[src/rtl/gfx_pattern_pkg.sv]
// gfx_pattern_pkg: shared mode/state types and LFSR step for the pattern generator
package gfx_pattern_pkg;
    typedef enum logic [1:0] {LINEAR, STRIDE, RANDOM, SOLID} gfx_pattern_mode_t;
    typedef enum logic [1:0] {IDLE, RUN, PAUSE} gfx_pattern_state_t;
    localparam logic [15:0] LFSR_TAPS = 16'hB400;
    function automatic logic [15:0] lfsr_next(input logic [15:0] s);
        return s[0] ? ((s >> 1) ^ LFSR_TAPS) : (s >> 1);
    endfunction
endpackage

[src/rtl/gfx_lfsr16.sv]
// gfx_lfsr16: 16-bit Galois LFSR with seed load and single-step advance
module gfx_lfsr16 import gfx_pattern_pkg::*; #(
    parameter logic [15:0] SEED = 16'hACE1
) (
    input  logic        clk,
    input  logic        reset,
    input  logic [15:0] seed,
    input  logic        load,
    input  logic        advance,
    output logic [15:0] q
);
    always_ff @(posedge clk or posedge reset) begin
        if (reset)
            q <= SEED;
        else if (load)
            q <= seed;
        else if (advance)
            q <= lfsr_next(q);
    end
endmodule

[src/rtl/gfx_pattern_gen.sv]
// gfx_pattern_gen: frame pixel-stream generator (linear, stride, random, solid) with frame accounting
module gfx_pattern_gen import gfx_pattern_pkg::*; #(
    parameter int          FB_WIDTH       = 16,
    parameter int          FB_HEIGHT      = 8,
    parameter int          PIXEL_BITS     = 12,
    parameter int          FRAME_CNT_BITS = 8,
    parameter logic [15:0] LFSR_SEED      = 16'hACE1
) (
    input  logic                         clk,
    input  logic                         reset,
    input  logic                         enable,
    input  logic [1:0]                   mode,
    input  logic [$clog2(FB_WIDTH)-1:0]  stride,
    input  logic [PIXEL_BITS-1:0]        fill_color,
    input  logic [FRAME_CNT_BITS-1:0]    frames,
    output logic [$clog2(FB_WIDTH)-1:0]  gfx_x,
    output logic [$clog2(FB_HEIGHT)-1:0] gfx_y,
    output logic [PIXEL_BITS-1:0]        gfx_color,
    output logic                         gfx_valid,
    input  logic                         gfx_ready,
    output logic                         busy,
    output logic                         frame_done,
    output logic [FRAME_CNT_BITS-1:0]    frame_cnt
);
    localparam int XW = $clog2(FB_WIDTH);
    localparam int YW = $clog2(FB_HEIGHT);
    localparam int NPIX = FB_WIDTH * FB_HEIGHT;
    localparam int PW = $clog2(NPIX);
    localparam logic [XW:0] W_LIM = (XW+1)'(FB_WIDTH);
    localparam logic [YW:0] H_LIM = (YW+1)'(FB_HEIGHT);
    localparam logic [XW:0] ONE_STEP = (XW+1)'(1);

    gfx_pattern_state_t state_q, state_d;
    gfx_pattern_mode_t mode_l, src_mode;
    logic [XW-1:0] stride_l, stride_eff, geo_x, nx;
    logic [YW-1:0] geo_y, ny;
    logic [PIXEL_BITS-1:0] fill_l, src_fill, ncolor;
    logic [FRAME_CNT_BITS-1:0] frames_l;
    logic [PW-1:0] pix_cnt;
    logic [XW:0] step;
    logic [15:0] lfsr_q, cand;
    logic eol, last, xfer, stop, start, wrap, bubble, load, adv, nok, cur_ok, valid_d;

    function automatic logic in_range(input logic [XW-1:0] px, input logic [YW-1:0] py);
        return ({1'b0, px} < W_LIM) && ({1'b0, py} < H_LIM);
    endfunction

    function automatic logic [PIXEL_BITS-1:0] pix_color(input logic [XW-1:0] px, input logic [YW-1:0] py);
        return PIXEL_BITS'(32'(py) * FB_WIDTH + 32'(px));
    endfunction

    gfx_lfsr16 #(.SEED(LFSR_SEED)) u_lfsr (
        .clk(clk),
        .reset(reset),
        .seed(LFSR_SEED),
        .load(start),
        .advance(adv),
        .q(lfsr_q)
    );

    assign busy = (state_q != IDLE);

    always_comb begin
        xfer = gfx_valid && gfx_ready;
        start = (state_q == IDLE) && enable;
        stride_eff = (stride_l == '0) ? XW'(1) : stride_l;
        step = {1'b0, gfx_x} + ((mode_l == STRIDE) ? {1'b0, stride_eff} : ONE_STEP);
        eol = step >= W_LIM;
        last = (mode_l == RANDOM) ? (pix_cnt == PW'(NPIX - 1)) : (eol && gfx_y == YW'(FB_HEIGHT - 1));
        wrap = xfer && last;
        stop = wrap && frames_l != '0 && frame_cnt + 1'b1 == frames_l;
        bubble = (state_q == RUN) && !gfx_valid && enable;
        load = start || (xfer && !stop) || bubble;
        src_mode = (start || wrap) ? gfx_pattern_mode_t'(mode) : mode_l;
        src_fill = (start || wrap) ? fill_color : fill_l;
        cand = start ? LFSR_SEED : lfsr_next(lfsr_q);
        geo_x = (start || wrap || eol) ? '0 : step[XW-1:0];
        geo_y = (start || wrap) ? '0 : (eol ? gfx_y + 1'b1 : gfx_y);
        nx = (src_mode == RANDOM) ? cand[XW-1:0] : geo_x;
        ny = (src_mode == RANDOM) ? cand[XW +: YW] : geo_y;
        nok = in_range(nx, ny);
        ncolor = (src_mode == SOLID) ? src_fill : pix_color(nx, ny);
        adv = load && !start && src_mode == RANDOM;
        cur_ok = in_range(gfx_x, gfx_y);
        state_d = state_q;
        case (state_q)
            IDLE:    state_d = enable ? RUN : IDLE;
            RUN:     state_d = stop ? IDLE : (((xfer || !gfx_valid) && !enable) ? PAUSE : RUN);
            PAUSE:   state_d = enable ? RUN : PAUSE;
            default: state_d = IDLE;
        endcase
        valid_d = (state_d == RUN) && (load ? nok : ((state_q == PAUSE) ? cur_ok : gfx_valid));
    end

    always_ff @(posedge clk or posedge reset) begin
        if (reset)
            state_q <= IDLE;
        else
            state_q <= state_d;
    end

    always_ff @(posedge clk or posedge reset) begin
        if (reset) begin
            gfx_x <= '0;
            gfx_y <= '0;
            gfx_color <= '0;
            gfx_valid <= 1'b0;
            frame_done <= 1'b0;
            frame_cnt <= '0;
            pix_cnt <= '0;
            mode_l <= LINEAR;
            stride_l <= '0;
            fill_l <= '0;
            frames_l <= '0;
        end else begin
            frame_done <= wrap;
            gfx_valid <= valid_d;
            if (start)
                frame_cnt <= '0;
            else if (wrap)
                frame_cnt <= frame_cnt + 1'b1;
            if (start || wrap)
                pix_cnt <= '0;
            else if (xfer)
                pix_cnt <= pix_cnt + 1'b1;
            if (start || wrap) begin
                mode_l <= gfx_pattern_mode_t'(mode);
                stride_l <= stride;
                fill_l <= fill_color;
            end
            if (start)
                frames_l <= frames;
            if (load) begin
                gfx_x <= nx;
                gfx_y <= ny;
                gfx_color <= ncolor;
            end
        end
    end
endmodule

[config.mk]
export PLATFORM = sky130hd
export DESIGN_NAME = gfx_pattern_gen
export DESIGN_NICKNAME = d
export VERILOG_FILES = /design/src/rtl/gfx_pattern_pkg.sv /design/src/rtl/gfx_lfsr16.sv /design/src/rtl/gfx_pattern_gen.sv
export SDC_FILE = /design/constraint.sdc
export NUM_CORES = 1
export LEC_CHECK = 0
export CORE_ASPECT_RATIO = 0.75
export CORE_MARGIN = 3
export CORE_UTILIZATION = 30
export CTS_CLUSTER_DIAMETER = 30
export CTS_CLUSTER_SIZE = 30
export DETAILED_ROUTE_END_ITERATION = 12
export PLACE_DENSITY_LB_ADDON = 0.15
export SYNTH_ARGS = -nofsm -noshare
export SYNTH_HDL_FRONTEND = slang
export SYNTH_SLANG_ARGS = --single-unit
[constraint.sdc]
create_clock -name clk -period 4.3 [get_ports clk]
set_clock_uncertainty 0.15 [all_clocks]
set_input_delay 0.43 -clock clk [delete_from_list [all_inputs] [get_ports clk]]
set_output_delay 0.43 -clock clk [all_outputs]
set_load 0.01 [all_outputs]
## Yosys cells after proc, flatten, opt, wreduce, memory -nomap -nowiden

Index checks and enable logic that the tools add are counted.

- Add/subtract/negate cells: 5
- Magnitude comparators: 1
- Equality and inequality tests: 10
- Multiplexer cells: 26
- Bitwise operators: 1
- Reductions and logical operators: 29

Operators by type and width:

| cell | count |
|---|---|
| two-way mux 16 bit | 3 |
| two-way mux 12 bit | 2 |
| two-way mux 7 bit | 3 |
| two-way mux 4 bit | 4 |
| two-way mux 8 bit | 2 |
| logical AND 1 bit | 13 |
| two-way mux 3 bit | 3 |
| adder 7 x 4 -> 8 bit | 1 |
| adder 8 x 1 -> 8 bit, second input constant | 1 |
| == test 2 bit, second input constant | 4 |
| == test 8 bit | 1 |
| two-way mux 2 bit | 4 |
| nonzero test 2 bit | 4 |
| nonzero test 8 bit | 1 |
| adder 7 x 1 -> 7 bit, second input constant | 1 |
| == test 7 bit, second input constant | 1 |
| == test 2 x 1 -> 1 bit, second input constant | 3 |
| case mux 2 bit (3 select lines) | 1 |
| adder 4 x 4 -> 5 bit | 1 |
| greater-or-equal comparator 5 bit, second input constant | 1 |
| logical OR 1 bit | 5 |
| logical NOT 1 bit | 4 |
| logical NOT 4 bit | 1 |
| two-way mux 1 bit | 4 |
| other kinds (4) | 4 |

- Register bits: 80
- Output and inout bits: 30
- Word-level logic and storage cells: 85

## Depth between registers and ports, before layout

- Depth after elaboration: 18
- Depth in mapped cells: 14
- Gate-level depth less buffers: 12

## Modules after synthesis

Synthesis repeated with hierarchy kept, for this count alone.

- Cell total of the unflattened synthesis: 393
- Area, all modules: 4261.6 sq um

By module, submodules not included:

| module | instances | cells an instance | area an instance (sq um) |
|---|---|---|---|
| gfx_pattern_gen | 1 | 318 | 3453.3 |
| gfx_lfsr16 | 1 | 75 | 808.3 |

## Worst setup path after synthesis

OpenSTA, ideal clock, no wires.

- Path kind: reg2reg
- Start point: register mode_l[0]
- End point: register u_lfsr.q[14]
- Setup time: 121 ps
- Arrival time: 2803 ps
- Setup slack: 1226 ps
- Cell stages (with the launch flop): 14
- Buffers on the path: 1
- Clock period less this slack: 3074 ps
- Path through: dfrtp_1 nor2b_1 o311ai_0 ha_1 fa_1 nand3_1 a21oi_1 a21oi_2 clkinv_1 nand2_1 o31a_1 buf_6 o21ai_4 a22o_1

- Cells in the longest elaborated chain, start to end: 16

RTL lines:

| what | RTL line | RTL |
|---|---|---|
| start, declared | gfx_pattern_gen.sv:34 | `gfx_pattern_mode_t mode_l, src_mode;` |
| start signal, assigned | gfx_pattern_gen.sv:127 | `mode_l <= gfx_pattern_mode_t'(mode);` |
| == test 2 x 1 -> 1 bit | gfx_pattern_gen.sv:67 | `step = {1'b0, gfx_x} + ((mode_l == STRIDE) ? {1'b0, stride_eff} : ONE_STEP);` |
| two-way mux 4 bit | gfx_pattern_gen.sv:67 |  |
| adder 4 x 4 -> 5 bit | gfx_pattern_gen.sv:67 |  |
| greater-or-equal comparator 5 bit | gfx_pattern_gen.sv:68 | `eol = step >= W_LIM;` |
| logical AND 1 bit | gfx_pattern_gen.sv:69 | `last = (mode_l == RANDOM) ? (pix_cnt == PW'(NPIX - 1)) : (eol && gfx_y == YW'(FB_HEIGHT - 1));` |
| two-way mux 1 bit (*) | gfx_pattern_gen.sv:69 |  |
| logical AND 1 bit (*) | gfx_pattern_gen.sv:70 | `wrap = xfer && last;` |
| named net wrap | gfx_pattern_gen.sv:42 | `logic eol, last, xfer, stop, start, wrap, bubble, load, adv, nok, cur_ok, valid_d;` |
| logical AND 1 bit (2 in series) | gfx_pattern_gen.sv:71 | `stop = wrap && frames_l != '0 && frame_cnt + 1'b1 == frames_l;` |
| logical NOT 1 bit | gfx_pattern_gen.sv:73 | `load = start \|\| (xfer && !stop) \|\| bubble;` |
| logical AND 1 bit | gfx_pattern_gen.sv:73 |  |
| logical OR 1 bit (2 in series) | gfx_pattern_gen.sv:73 |  |
| logical AND 1 bit | gfx_pattern_gen.sv:83 | `adv = load && !start && src_mode == RANDOM;` |
| logical AND 1 bit (*) | gfx_pattern_gen.sv:83 |  |
| nonzero test 2 bit (no line) (*) | - |  |
| end signal, assigned | gfx_lfsr16.sv:18 | `q <= lfsr_next(q);` |
| end, declared | gfx_lfsr16.sv:10 | `output logic [15:0] q` |

The timed path passes the listed nets; every way through them passes the cells marked *.
A chain may end at the register's enable or synchronous reset.

## Worst setup path in the final report

- Start point: register mode_l[0]
- End point: register gfx_x[2]

- Cells in the longest elaborated chain, start to end: 13

RTL lines:

| what | RTL line | RTL |
|---|---|---|
| == test 2 x 1 -> 1 bit | gfx_pattern_gen.sv:67 |  |
| two-way mux 4 bit | gfx_pattern_gen.sv:67 |  |
| adder 4 x 4 -> 5 bit | gfx_pattern_gen.sv:67 |  |
| greater-or-equal comparator 5 bit | gfx_pattern_gen.sv:68 |  |
| logical AND 1 bit | gfx_pattern_gen.sv:69 |  |
| two-way mux 1 bit (*) | gfx_pattern_gen.sv:69 |  |
| logical AND 1 bit (*) | gfx_pattern_gen.sv:70 |  |
| named net wrap | gfx_pattern_gen.sv:42 |  |
| branches (longest 6 deep; another with two-way mux 4 bit) | - |  |
| end signal, assigned | gfx_pattern_gen.sv:134 | `gfx_x <= nx;` |
| end, declared | gfx_pattern_gen.sv:16 | `output logic [$clog2(FB_WIDTH)-1:0] gfx_x,` |

Mark *: on every way through the listed nets, which the timed path passes.

==> impl_metrics.ini <==
[cts]
insertion_delay_ps = 340
cts_resized = 0
root_buffer = clkbuf_16
cts_setup_buffers = 0
clkTransAtPathRegs_ps = 60
clock_sinks = 80
numCtsBuffers = 9
cts_hold_buf = 0
cts_tree = yes
htreeDepth = 3
cts_buffer_depth = 2

[drt]
wirelength_um = 10500
first_iter_violations = 173
vias = 3276
drt-wirelength-per-cell_um = 15.5
remaining_drc_errors = 0
routed_via_density = 4.87
drtPass1Iterations = 4
drtAntennaViolNets = 0

[logic_synthesis]
syn_inst = 441
synthDistinctLibCells = 60
syn-cell-area_um2 = 4120
syn_nets = 480
synth_edf_count = 0
synth_area_per_cell_um2 = 9.33
ys.flop_type = dfrtp_1
ys_seq_area_share_pct = 48.9
async_flop_share_pct = 100
ys_ff_latch = 80
yosysWarnings = 0

[final_layout]
layout_common_cells = nand2_1 (99), dfrtp_1 (72), clkdlybuf4s50_1 (59)
fillers = 1329
nets = 536
multiInputGateArea_um2 = 1950
syn_to_final_growth_pct = 26.8
layout_commonest_cell = nand2_1
stdcell_count = 673
antenna_cells = 0
final_area_um2 = 5220
seqCellArea_um2 = 2010
drive_above_1_share_pct = 9.16

[pwr]
p_leak_nw = 2.30
power_density_nw_per_um2 = 580
peakVddDrop_v = 0.000262

[setup_path]
end_kind = flop
crit_fanout = 16
r2r-end = gfx_x[2]
startpoint_type = flop
rrSetupSlack_ps = 740
cp.required_ps = 4370
r2r-start = mode_l[0]
worstPathArrival_ps = 3630
crit_type = reg -> reg
r2r_cells = 12

[floorplanning]
initial_core_util_pct = 31.2
pin_count = 60
die-area_um2 = 15200
chipHeight_um = 107
fp.coreArea_um2 = 13200
rows = 36
die_w_um = 141

[timing]
fmax_mhz = 281
slew_violations = 0
setup-violations-final = 0
finalCritPeriodShare_pct = 82.8
rsz0062_at_grt = no
finalHoldViolCount = 0
slew_headroom_pct = 29.3
min_period_ps = 3560
tns_ps = 0
worst_pin_slew_ps = 1060

[global_route]
grt-ovfl-total = 0
grt.total_usage_pct = 14.4
grt_max_degree = 62
grt_pass1_vias = 3190
grt_antenna_before_repair = 0
grt_pass1_wl_um = 17300

[place]
place.gp.congestion = 0.845
post-dp-hpwl_um = 7570
placed_area_um2 = 4870
numPortBuffers = 59
place_inst = 657

[hold_path]
hp-start = fill_l[3]
hp-class = reg -> reg
min_to = fill_l[3]
hold_depth = 2

[run_status]
status = finished clean

[flow_run]
drv_cap = 0
final cells by class:
type | instances | area share [%]
flip-flops and latches | 80 | 38.6
multi-input cells | 330 | 37.5
repair buffers | 68 | 12.6
clock buffers | 11 | 4.65
well taps | 171 | 4.10
clock inverters | 5 | 1.99
inverters | 8 | 0.600
metrics by stage:
stage	hold WS [ps]	util (%)	power (mW)	worst slack, ps
global placement	297	36.9	2.13	879
CTS	317	39.5	3.05	728
finish	313	39.5	3.02	741
floorplan	283	-	1.76	1230
detailed placement	302	36.9	2.15	748
global route	351	39.5	3.22	417
worst max-delay path by stage:
stage | startpoint | end | slack, ps
global placement | mode_l[0] | gfx_x[0] | 880
finish | mode_l[0] | gfx_x[2] | 740
floorplan | mode_l[0] | u_lfsr.q[14] | 1230
global route | mode_l[0] | gfx_x[0] | 420
detailed placement | mode_l[0] | gfx_x[2] | 750
CTS | mode_l[0] | gfx_x[2] | 730
worst max-delay path, stage by stage (launching register included):
cell and delay [ps]:
dfrtp_1 400, nor2b_1 220, o311ai_0 200, ha_1 260, fa_1 410, nand3_1 130, a21oi_1 100, a21oi_2 170
clkinv_1 220, nand2_1 120, o31a_1 420, buf_4 320, mux2_4 310
state kept, by name, summed over array words and instances (netlist names), 4 cells and up:
signal and cells:
fill_l 12, frame_cnt 8, frames_l 8, gfx_color 12, gfx_x 4, pix_cnt 7
stride_l 4, u_lfsr.q 16
Yosys cell counts, drive strengths merged, types with 2 or more instances:
cell	number	area share (%)
nor2b	4	0.61
xor2	14	3.0
ha	8	2.4
o211ai	4	0.73
nand4	6	0.91
and2	8	1.2
buf	12	2.1
clkbuf	11	1.0
o22a	6	1.3
a221o	2	0.49
mux2i	2	0.49
o21ai	18	2.5
dfstp	8	5.1
o21a	3	0.55
inv	7	0.64
a22o	10	2.1
nand2b	2	0.30
a2bb2oi	2	0.43
o221ai	2	0.43
and3	2	0.43
a21o	6	1.1
mux2	4	1.4
o31ai	2	0.36
nor2	40	3.6
a21oi	17	2.2
nand2	100	9.2
o31a	2	0.43
dfrtp	72	44
a31oi	11	1.7
o22ai	2	0.30
nand3	21	2.6
nor3	2	0.24
xnor2	13	2.8
routing by layer:
metal | GRT usage (%) | up-vias | wire (um)
met4 | 4.01 | 0 | 142
met5 | 0 | - | 0
met3 | 3.77 | 12 | 466
met2 | 19.6 | 57 | 4330
li1 | - | 1643 | -
met1 | 22.2 | 1564 | 5530
cell families (layout without fill, tap and decap cells):
| kind of cell | Yosys count | count (layout) | share of synthesized area (%) |
|---|---|---|---|
| multiplexers | 6 | 6 | 1.85 |
| adder cells (fa/ha/maj) | 9 | 9 | 2.92 |
| AO/OA/AOI/OAI | 96 | 96 | 16.5 |
| buffers and inverters | 31 | 92 | 3.80 |
| flip-flops | 80 | 80 | 48.9 |
| XOR/XNOR | 27 | 27 | 5.75 |
| AND/OR/NAND/NOR | 192 | 192 | 20.3 |
report_power, final:
part | switching [mW] | total [mW] | internal, mW | leakage, nW
combinational | 0.476 | 0.964 | 0.488 | 1.13
clock | 0.305 | 0.888 | 0.583 | 0.170
sequential | 0.183 | 1.17 | 0.988 | 0.999
total | 0.964 | 3.02 | 2.06 | 2.30
Note: power is estimated with default switching activity, not from simulation.
